File: src/rtl/sdcard_spi_engine.sv
// SPI master engine for the SD-card interface.
// Clocks bursts of (count+1) words of WORD_BITS bits, MSB first, CPHA=0, with a
// programmable SCLK half-period and idle polarity. In response-hunt mode MOSI is
// held high while MISO is clocked until the first 0 bit, which becomes the MSB
// of the first received word; too many leading 1 bits end the burst with timeout.
//
// Ports:
//   clk, rst              system clock, asynchronous active-high reset
//   sclk, mosi, miso      card pins
//   divider, cpol, hunt,  transfer configuration, latched at start
//   hunt_limit, count
//   start                 one-cycle request, ignored while busy
//   tx_data / tx_load     transmit word and its sample strobe
//   rx_data / rx_valid    last received word and its update strobe
//   busy, done, timeout   transfer status
module sdcard_spi_engine #(
   parameter int unsigned DIV_WIDTH  = 8,
   parameter int unsigned WORD_BITS  = 8,
   parameter int unsigned CNT_WIDTH  = 10,
   parameter int unsigned HUNT_WIDTH = 8
) (
   input  logic                  clk,
   input  logic                  rst,
   output logic                  sclk,
   output logic                  mosi,
   input  logic                  miso,
   input  logic [DIV_WIDTH-1:0]  divider,
   input  logic                  cpol,
   input  logic                  hunt,
   input  logic [HUNT_WIDTH-1:0] hunt_limit,
   input  logic [CNT_WIDTH-1:0]  count,
   input  logic                  start,
   input  logic [WORD_BITS-1:0]  tx_data,
   output logic                  tx_load,
   output logic [WORD_BITS-1:0]  rx_data,
   output logic                  rx_valid,
   output logic                  busy,
   output logic                  done,
   output logic                  timeout
);

   localparam int unsigned BitW = $clog2(WORD_BITS + 1);
   localparam logic [BitW-1:0] WordLast = BitW'(WORD_BITS);

   typedef enum logic [1:0] {StIdle, StHunt, StShift, StFinish} state_e;

   state_e                state_q;
   logic [DIV_WIDTH-1:0]  div_q;
   logic [DIV_WIDTH-1:0]  tick_cnt_q;
   logic                  cpol_q;
   logic                  hunt_q;
   logic [HUNT_WIDTH-1:0] limit_q;
   logic [HUNT_WIDTH:0]   hunt_cnt_q;
   logic                  hunt_to_q;
   logic [CNT_WIDTH-1:0]  wcnt_q;
   logic [BitW-1:0]       bit_cnt_q;
   logic                  trail_q;     // next tick is the trailing edge of a bit
   logic [WORD_BITS-1:0]  tx_sr_q;
   logic [WORD_BITS-1:0]  rx_sr_q;
   logic                  sclk_q;
   logic [WORD_BITS-1:0]  rx_data_q;
   logic                  rx_valid_q;
   logic                  done_q;
   logic                  timeout_q;

   logic                  active;
   logic                  tick;
   logic                  word_end;
   logic [HUNT_WIDTH:0]   hunt_next;

   assign active    = (state_q == StHunt) || (state_q == StShift);
   assign tick      = active && (tick_cnt_q == div_q);
   assign word_end  = (state_q == StShift) && tick && trail_q && (bit_cnt_q == WordLast);
   assign hunt_next = hunt_cnt_q + 1'b1;

   // tx_load is combinational so the sequencer sees it in the cycle tx_data is sampled.
   assign tx_load  = ((state_q == StIdle) && start && !hunt) ||
                     (word_end && (wcnt_q != '0) && !hunt_q);
   assign mosi     = (state_q == StShift) ? tx_sr_q[WORD_BITS-1] : 1'b1;
   assign sclk     = sclk_q;
   assign busy     = (state_q != StIdle);
   assign rx_data  = rx_data_q;
   assign rx_valid = rx_valid_q;
   assign done     = done_q;
   assign timeout  = timeout_q;

   always_ff @(posedge clk or posedge rst) begin
      if (rst) begin
         state_q    <= StIdle;
         div_q      <= '0;
         tick_cnt_q <= '0;
         cpol_q     <= 1'b0;
         hunt_q     <= 1'b0;
         limit_q    <= '0;
         hunt_cnt_q <= '0;
         hunt_to_q  <= 1'b0;
         wcnt_q     <= '0;
         bit_cnt_q  <= '0;
         trail_q    <= 1'b0;
         tx_sr_q    <= '1;
         rx_sr_q    <= '0;
         sclk_q     <= 1'b0;
         rx_data_q  <= '0;
         rx_valid_q <= 1'b0;
         done_q     <= 1'b0;
         timeout_q  <= 1'b0;
      end else begin
         rx_valid_q <= 1'b0;
         done_q     <= 1'b0;
         timeout_q  <= 1'b0;
         case (state_q)
            StIdle: begin
               sclk_q <= cpol;
               if (start) begin
                  div_q      <= divider;
                  cpol_q     <= cpol;
                  hunt_q     <= hunt;
                  limit_q    <= hunt_limit;
                  wcnt_q     <= count;
                  tick_cnt_q <= '0;
                  hunt_cnt_q <= '0;
                  hunt_to_q  <= 1'b0;
                  bit_cnt_q  <= '0;
                  trail_q    <= 1'b0;
                  if (hunt) begin
                     tx_sr_q <= '1;
                     state_q <= StHunt;
                  end else begin
                     tx_sr_q <= tx_data;
                     state_q <= StShift;
                  end
               end
            end
            StHunt, StShift: begin
               tick_cnt_q <= tick ? '0 : tick_cnt_q + 1'b1;
               if (tick) begin
                  if (!trail_q) begin
                     // Leading edge: leave idle level, sample MISO.
                     sclk_q  <= ~cpol_q;
                     trail_q <= 1'b1;
                     if (state_q == StHunt) begin
                        if (miso) begin
                           hunt_cnt_q <= hunt_next;
                           // Finish the current bit cleanly; exit on its trailing edge.
                           if (hunt_next >= {1'b0, limit_q}) hunt_to_q <= 1'b1;
                        end else begin
                           rx_sr_q   <= {rx_sr_q[WORD_BITS-2:0], 1'b0};
                           bit_cnt_q <= BitW'(1);
                           state_q   <= StShift;
                        end
                     end else begin
                        rx_sr_q   <= {rx_sr_q[WORD_BITS-2:0], miso};
                        bit_cnt_q <= bit_cnt_q + 1'b1;
                     end
                  end else begin
                     // Trailing edge: back to idle level, advance TX.
                     sclk_q  <= cpol_q;
                     trail_q <= 1'b0;
                     if (state_q == StHunt) begin
                        if (hunt_to_q) state_q <= StFinish;
                     end else if (bit_cnt_q == WordLast) begin
                        rx_data_q  <= rx_sr_q;
                        rx_valid_q <= 1'b1;
                        bit_cnt_q  <= '0;
                        if (wcnt_q != '0) begin
                           wcnt_q  <= wcnt_q - 1'b1;
                           tx_sr_q <= hunt_q ? '1 : tx_data;
                        end else begin
                           state_q <= StFinish;
                        end
                     end else begin
                        tx_sr_q <= {tx_sr_q[WORD_BITS-2:0], 1'b1};
                     end
                  end
               end
            end
            StFinish: begin
               sclk_q    <= cpol_q;
               done_q    <= 1'b1;
               timeout_q <= hunt_to_q;
               state_q   <= StIdle;
            end
            default: state_q <= StIdle;
         endcase
      end
   end

endmodule

File: config.mk
export PLATFORM = sky130hd
export DESIGN_NAME = sdcard_spi_engine
export DESIGN_NICKNAME = d
export VERILOG_FILES = /design/src/rtl/sdcard_spi_engine.sv
export SDC_FILE = /design/constraint.sdc
export NUM_CORES = 1
export LEC_CHECK = 0
export ABC_CLOCK_PERIOD_IN_PS = 6100
export CORE_MARGIN = 3
export CORE_UTILIZATION = 35
export CTS_BUF_LIST = sky130_fd_sc_hd__clkbuf_4 sky130_fd_sc_hd__clkbuf_8
export DETAILED_ROUTE_END_ITERATION = 16
export SLEW_MARGIN = 10
export SYNTH_ARGS = -nofsm -noshare
export SYNTH_HDL_FRONTEND = slang
export SYNTH_SLANG_ARGS = --single-unit
File: constraint.sdc
create_clock -name clk -period 6.1 [get_ports clk]
set_input_delay 0.61 -clock clk [delete_from_list [all_inputs] [get_ports clk]]
set_output_delay 0.61 -clock clk [all_outputs]
set_load 0.03 [all_outputs]
# Word level (Yosys, flattened, before mapping)
# Cells that the tools add are included.
# Widths: inputs -> output; s select.
# totals
register_bits	81
input_bits	40
out_inout_bits	15
elab_cells	146
# classes
addsub	4
magnitude_cmp	1
eq_ne	25
mux	67
n_bitwise	3
n_reduce_logical	28
# op_table
operator	count
$mux 8	12
$mux 10	6
$mux 9	5
$pmux 8 s2	2
$mux 4	7
$ne 3x3->1 const B	8
$ne 2x2->1 const B	11
$reduce_and 7->1	3
$mux 2	10
$pmux 10 s2	1
$mux 1	18
$pmux 9 s2	1
$reduce_and 6->1	3
$reduce_bool 10->1	1
$sub 10x1->10 const B	1
$add 9x1->9 const B	1
$ge 9x8->1	1
$add 8x1->8 const B	1
$eq 8x8->1	1
$logic_and 1x1->1	8
$pmux 4 s2	1
$pmux 2 s3	1
$reduce_and 5->1	1
$add 4x1->4 const B	1
other kinds (15)	23

# Logic depth before layout (Yosys ltp)
# Gate-level depths: netlist (run 1).
# logic_depth
word_depth	9
depth_mapped	11
depth_no_buf	11

# Worst setup path before layout (run 1)
# Ideal clock, no wire load.
# synth_path
kind	flip-flop to output port
from	reg state_q[0]
to	out tx_load
t_arrival_ns	2.218
t_required_ns	5.490
slack_ns	3.272
path_stages_with_launch	8
n_path_buf	3
path_cell_list	dfrtp_1 > inv_1 > ha_1 > clkbuf_1 > clkbuf_1 > clkbuf_1 > nand4_1 > o22ai_1
# synth_via
elab_chain_cells	9
word_cells_on_any_way	13
cone_classes	eq/ne: 2; reduce/logical: 11
# synth_lines
element	line	text
start: declaration	47	state_e state_q;
start signal: assignment	89	state_q <= StIdle;
start signal: assignment	127	state_q <= StHunt;
start signal: assignment	130	state_q <= StShift;
$eq 2x1->1 or $eq 2x2->1 (tied branches)	71	assign active = (state_q == StHunt) || (state_q == StShift);
$logic_or 1x1->1 *	71	
via active	66	logic active;
$logic_and 1x1->1 *	72	assign tick = active && (tick_cnt_q == div_q);
$logic_and 1x1->1 * (3 in series)	73	assign word_end = (state_q == StShift) && tick && trail_q && (bit_cnt_q == WordLast);
$logic_and 1x1->1 * (2 in series)	78	(word_end && (wcnt_q != '0) && !hunt_q);
$logic_or 1x1->1 *	77	assign tx_load = ((state_q == StIdle) && start && !hunt) ||
end: declaration	34	output logic tx_load,
# The timed path passes the listed nets; every way through them passes the cells marked *.

# Worst setup path in the final report (run 1)
# layout_path
from	reg wcnt_q[0]
to	out tx_load
# layout_via
elab_chain_cells	4
# layout_lines
element	line	text
start: declaration	55	logic [CNT_WIDTH-1:0] wcnt_q;
start signal: assignment	119	wcnt_q <= count;
start signal: assignment	166	wcnt_q <= wcnt_q - 1'b1;
$reduce_bool 10->1	78	
$logic_and 1x1->1 (2 in series)	78	
$logic_or 1x1->1	77	
# No other way between the ends.

==> reports/results.tsv, run 1 <==
metric	value	unit
synthTopCellsByArea	dfrtp_1 41%, mux2_2 9.1%, ha_1 5.1%, dfstp_2 4.7%, nand2_1 3.3%	
max_slew_margin	29.9	%
drive_above_1_share	16.2	%
maxCapViolCount	0	
avgViaCountPerCell	5.21	
post-route-util	43.8	%
clock-sinks	81	
grt_usage	14.6	%
ir_worst_vdd	165	uV
fmax	266	MHz
reg2reg_from	state_q[0]	
synth_nets	503	
die_area	14100	um^2
drt_pass1_iterations	5	
r2r_setup_slack	3.14	ns
synth_edf_count	0	
startpoint	wcnt_q[0]	
grt_max_degree	82	
numPortBuffers	54	
vias	3476	
yosys.area.top_type_share	41.2	%
cp_data_required_time	5.49	ns
path_max_fanout	6	
crit_path_end	tx_load	
avgSynthCellArea	9.97	um^2
syn-instance-count	445	
tritoncts	done	
antenna_found_initial	0	
arrival	3.15	ns
setup_violations	0	
die_h	119	um
yosysWarnings	0	
grt_pass1_wl	16800	um
min_period_over_period	61.6	%
nets	552	
r2r_cells	7	
ctsHoldBuffers	0	
routed_wl	10200	um
worstSetupEndpointType	primary output	
start_util	36.3	%
synth.ff_latch_count	81	
grt_overflow_total	0	
async_flop_share	100	%
row_count	40	
area_growth_syn_to_layout	20.6	%
dp.final_hpwl	7050	um
dr.first_iter.drc_count	263	
hold_class	register to register	
postRouteAntennaNets	0	
wire_per_inst	15.3	um
synth_area	4440	um^2
power.density	287	nW/um^2
fin_crit	3.76	ns
p_leak	2.37	nW
cts_max_path_buffers	2	
synth_ff_type	dfrtp_1	
synth-seq-area-share	45.9	%
antenna_cells	0	
place_congestion	0.844	
fp.dieW	119	um
cts.clk_slew.worst_paths	0.10	ns
path_class	register to primary output	
cts_buffers	9	
clkLatencyLatePin	0.37	ns
worstMarginPinSlew	1.05	ns
synth_top_cell_by_area	dfrtp_1	
dpl.cell_count	651	
setup_tns	0	ns
fin_worst_skew	0.0142	ns
core	12200	um^2
ioPinCount	55	
grt_pass1_vias	3477	
cts_max_level	3	
r2r_end	tx_sr_q[7]	
post_cts_resized	0	
hold_viol	0	
status	completed	
drc	0	
post_cts_buffers	0	
rsz0062_at_grt	no	
clockRootBuffer	clkbuf_8	
start_kind	register	
instances_no_fill	667	
final_max_slew_viol_count	0	
ys_types	50	
[per-layer routing]
| layer | global-route usage [%] | vias up | wire [um] |
|---|---|---|---|
| met4 | 4.71 | 0 | 165 |
| met1 | 18.9 | 1702 | 4720 |
| met5 | 0 | - | 0 |
| met2 | 24.0 | 74 | 4910 |
| met3 | 3.68 | 12 | 386 |
| li1 | - | 1688 | - |
[Yosys cell counts (2+ instances only)]
master,count
a41o_1,2
and2_1,3
nand3b_1,2
and3_1,2
or3_1,8
dfstp_2,8
o31ai_1,2
o211ai_1,3
dfrtp_1,73
o22ai_1,14
mux2i_1,4
nand2b_1,6
o21ai_0,26
nand3_1,20
nand2_1,39
nor4_1,3
o311ai_0,3
nor2b_1,2
mux2_4,7
mux2_2,36
a22oi_1,2
ha_1,18
inv_1,19
xor2_1,7
nor3_1,13
a21oi_1,25
nor2_1,32
a31oi_1,4
clkbuf_1,19
or2_2,4
xnor2_1,12
a22o_1,3
nand4_1,7
[worst min path at each step]
| stage | start | endpoint | depth (start not counted) |
|---|---|---|---|
| floorplan | bit_cnt_q[3] | bit_cnt_q[3] | 1 |
| finish | rx_sr_q[7] | rx_sr_q[7] | 1 |
| CTS | tx_sr_q[0] | tx_sr_q[0] | 2 |
| global placement | rx_sr_q[7] | rx_sr_q[7] | 1 |
| global route | limit_q[7] | limit_q[7] | 1 |
| detailed placement | rx_sr_q[7] | rx_sr_q[7] | 1 |
[sequential cells by signal (all words and copies together), names as in the netlist, 2 cells and up]
name / count
wcnt_q: 10
tick_cnt_q: 8
bit_cnt_q: 4
limit_q: 8
hunt_cnt_q: 9
state_q: 2
rx_sr_q: 8
tx_sr_q: 8
rx_data: 8
div_q: 8
[where the power goes]
group | total (mW) | internal (mW) | switching (mW)
registers | 0.707 | 0.629 | 0.0778
clock network | 0.433 | 0.201 | 0.233
logic | 0.397 | 0.204 | 0.193
[stage by stage]
stage	instance area [um^2]	power, mW	hold slack (ns)	setup slack [ns]
floorplan	4440	0.996	0.460	3.27
global placement	5140	1.10	0.487	2.65
detailed placement	5140	1.11	0.492	2.61
CTS	5350	1.56	0.511	2.32
global route	5350	1.64	0.528	2.21
finish	5350	1.54	0.508	2.34
[placed cells by master (no fill, tap or decap), types with 8 or more instances in the layout]
cell type         n
dfrtp_1          73
clkdlybuf4s50_1  54
nand2_1          39
mux2_2           36
nor2_1           32
o21ai_0          26
a21oi_1          25
nand3_1          20
inv_1            18
ha_1             18
o22ai_1          14
nor3_1           13
xnor2_1          12
clkbuf_8          9
or3_1             8
dfstp_2           8
[cell families (layout without fill, tap and decap cells)]
kind of cell | count (synthesis) | after routing | share of synthesized area (%)
compound gates | 93 | 93 | 12.9
buf+inv | 40 | 94 | 3.58
flops | 81 | 81 | 45.9
xor+xnor | 19 | 19 | 3.75
fa+ha+maj | 18 | 18 | 5.08
mux | 47 | 47 | 12.4
simple gates | 147 | 147 | 16.3
[cell type report]
type | instances | area (um^2)
Timing Repair Buffer | 59 | 578
Sequential cell | 81 | 2040
Tap cell | 168 | 210
Inverter | 19 | 71.3
Fill cell | 1182 | 6860
Multi-Input combinational cell | 324 | 2240
Clock buffer | 9 | 124
Clock inverter | 7 | 87.6
[worst max-delay path: stages, from the launching register on]
cell and delay (ns):
dfrtp_1 0.41, inv_1 0.10, ha_1 0.16, or4b_4 0.50, or3_4 0.40, or2_2 0.35
nand2_1 0.11, o22ai_1 0.11, clkdlybuf4s50_1 0.64
No activity file was read; power rests on OpenSTA's default activity.
==> run 2: changes to the inputs <==
--- a/config.mk
+++ b/config.mk
@@ -5,7 +5,7 @@
 export SDC_FILE = /design/constraint.sdc
 export NUM_CORES = 1
 export LEC_CHECK = 0
-export ABC_CLOCK_PERIOD_IN_PS = 6100
+export ABC_CLOCK_PERIOD_IN_PS = 3600
 export CORE_MARGIN = 3
 export CORE_UTILIZATION = 35
 export CTS_BUF_LIST = sky130_fd_sc_hd__clkbuf_4 sky130_fd_sc_hd__clkbuf_8
==> constraint.sdc (replaced) <==
create_clock -name clk -period 3.6 [get_ports clk]
set_input_delay 0.36 -clock clk [delete_from_list [all_inputs] [get_ports clk]]
set_output_delay 0.36 -clock clk [all_outputs]
set_load 0.03 [all_outputs]
==> run 2 against run 1 <==
  * Critical path depth did not move
  * Global-route usage rose by 0.10 points
  * Sequential cell count did not move
  * Critical endpoint unchanged
  * Sequential power rose by 70%
  * Clock power rose by 59%
  * Register-to-register slack got worse by 2.3 ns
  * Wire length fell by 1.7%
  * Clock skew fell by 0.0062 ns
  * Highest routed layer unchanged
  * Cell count rose by 0.30%
  * Utilization rose by 0.19 points
  * Sequential share of layout area fell by 0.17 points
==> reports/results.tsv, run 2 (synthesized netlist as in run 1, its figures left out) <==
metric	value	unit
status	completed	
worstMarginPinSlew	0.736	ns
max_slew_margin	50.9	%
final_max_slew_viol_count	0	
dpl.cell_count	653	
rsz0062_at_grt	no	
clkLatencyLatePin	0.36	ns
grt_overflow_total	0	
row_count	40	
largest_reg_flops	10	
start_kind	register	
path_max_fanout	6	
numPortBuffers	54	
largestRegisters	wcnt_q: 10 flops, hunt_cnt_q: 9 flops	
final_common_cell	dfrtp_1	
path_class	register to primary output	
grt_usage	14.7	%
grt_use_met2	24.5	%
avgViaCountPerCell	5.22	
min_period_over_period	87.3	%
maxCapViolCount	0	
start_util	36.3	%
routed_wl	10000	um
core	12200	um^2
hold_class	input port to async pin	
use_met3	3.35	%
holdWs	0.447	ns
nFillCells	1174	
arrival	2.78	ns
ir_worst_vdd	229	uV
power.density	475	nW/um^2
ctsHoldBuffers	0	
fin_worst_skew	0.00799	ns
clock-sinks	81	
reg2reg_from	state_q[0]	
cp_data_required_time	3.24	ns
die_area	14100	um^2
p_leak	2.39	nW
tritoncts	done	
setup_tns	0	ns
register_area	2040	um^2
top_usage_layer	met2	
fp.dieW	119	um
cts_buffers	9	
fmax	318	MHz
cts_max_level	3	
hold_viol	0	
vias	3495	
top_register	wcnt_q	
antenna_found_initial	0	
wire_per_inst	15.0	um
ioPinCount	55	
instances_no_fill	669	
dp.final_hpwl	7190	um
cts_max_path_buffers	2	
grt_max_degree	49	
drive_above_1_share	16.4	%
worstSetupEndpointType	primary output	
multi_input_area	2240	um^2
die_h	119	um
setup_violations	0	
dr.first_iter.drc_count	240	
nets	554	
drt_pass1_iterations	4	
place_congestion	0.840	
drc	0	
area_growth_syn_to_layout	21.1	%
grt_pass1_vias	3641	
startpoint	wcnt_q[0]	
place_ws	0.492	ns
postRouteAntennaNets	0	
grt_pass1_wl	17100	um
layout_common_cells	73 x dfrtp_1, 53 x clkdlybuf4s50_1, 39 x nand2_1, 36 x mux2_2, 32 x nor2_1	
clockRootBuffer	clkbuf_8	
setup_slack	0.458	ns
cts.clk_slew.worst_paths	0.08	ns
fin_crit	3.14	ns
antenna_cells	0	
globalRouteMet1Util	18.7	%
[run 2: layer usage]
metal | up-vias | wire length, um
li1 | 1692 | -
met1 | 1721 | 4560
met2 | 70 | 4930
met3 | 12 | 371
met4 | 0 | 161
met5 | - | 0
[run 2: path summary, 6_finish.rpt]
check / endpoint / slack (ns) / cells after the start
worst max-delay path: tx_load / 0.46 / 8
worst min-delay path: tick_cnt_q[3] / 0.45 / 2
worst max register to register: wcnt_q[8] / 0.80 / 9
worst min register to register: rx_data[7] / 0.51 / 1
max in group asynchronous: tx_sr_q[6] / 2.39 / 3
min in group clk: rx_data[7] / 0.51 / 1
[run 2: stage by stage]
stage / area, um^2 / util, % / power, mW
2_1_floorplan: 4440 / - / 1.69
3_3_place_gp: 5160 / 42.3 / 1.87
3_5_place_dp: 5160 / 42.3 / 1.89
4_1_cts: 5370 / 44.0 / 2.59
5_1_grt: 5370 / 44.0 / 2.73
6_report: 5370 / 44.0 / 2.55
[run 2: where the power goes]
group | switching (mW) | internal (mW)
clock network | 0.334 | 0.355
registers | 0.132 | 1.07
logic | 0.322 | 0.346
[run 2: area by class of cell]
cell class / instances / area share [%]
Inverter: 19 / 1.33
Multi-Input combinational cell: 324 / 41.7
Clock buffer: 11 / 2.82
Tap cell: 168 / 3.91
Timing Repair Buffer: 61 / 11.3
Sequential cell: 81 / 37.9
Clock inverter: 5 / 1.00
[run 2: worst max-delay path: stages, from the launching register on]
cell	delay (ns)
dfrtp_1	0.40
inv_1	0.10
ha_1	0.18
or4b_4	0.51
or3_4	0.40
or2_2	0.35
nand2_1	0.12
o22ai_1	0.11
dlymetal6s2s_1	0.26
[run 2: timing repair]
| action | CTS | global route |
|---|---|---|
| setup buffers | 0 | 0 |
| endpoints found under the setup margin | 0 | 1 |
| gates resized for setup | 0 | 1 |
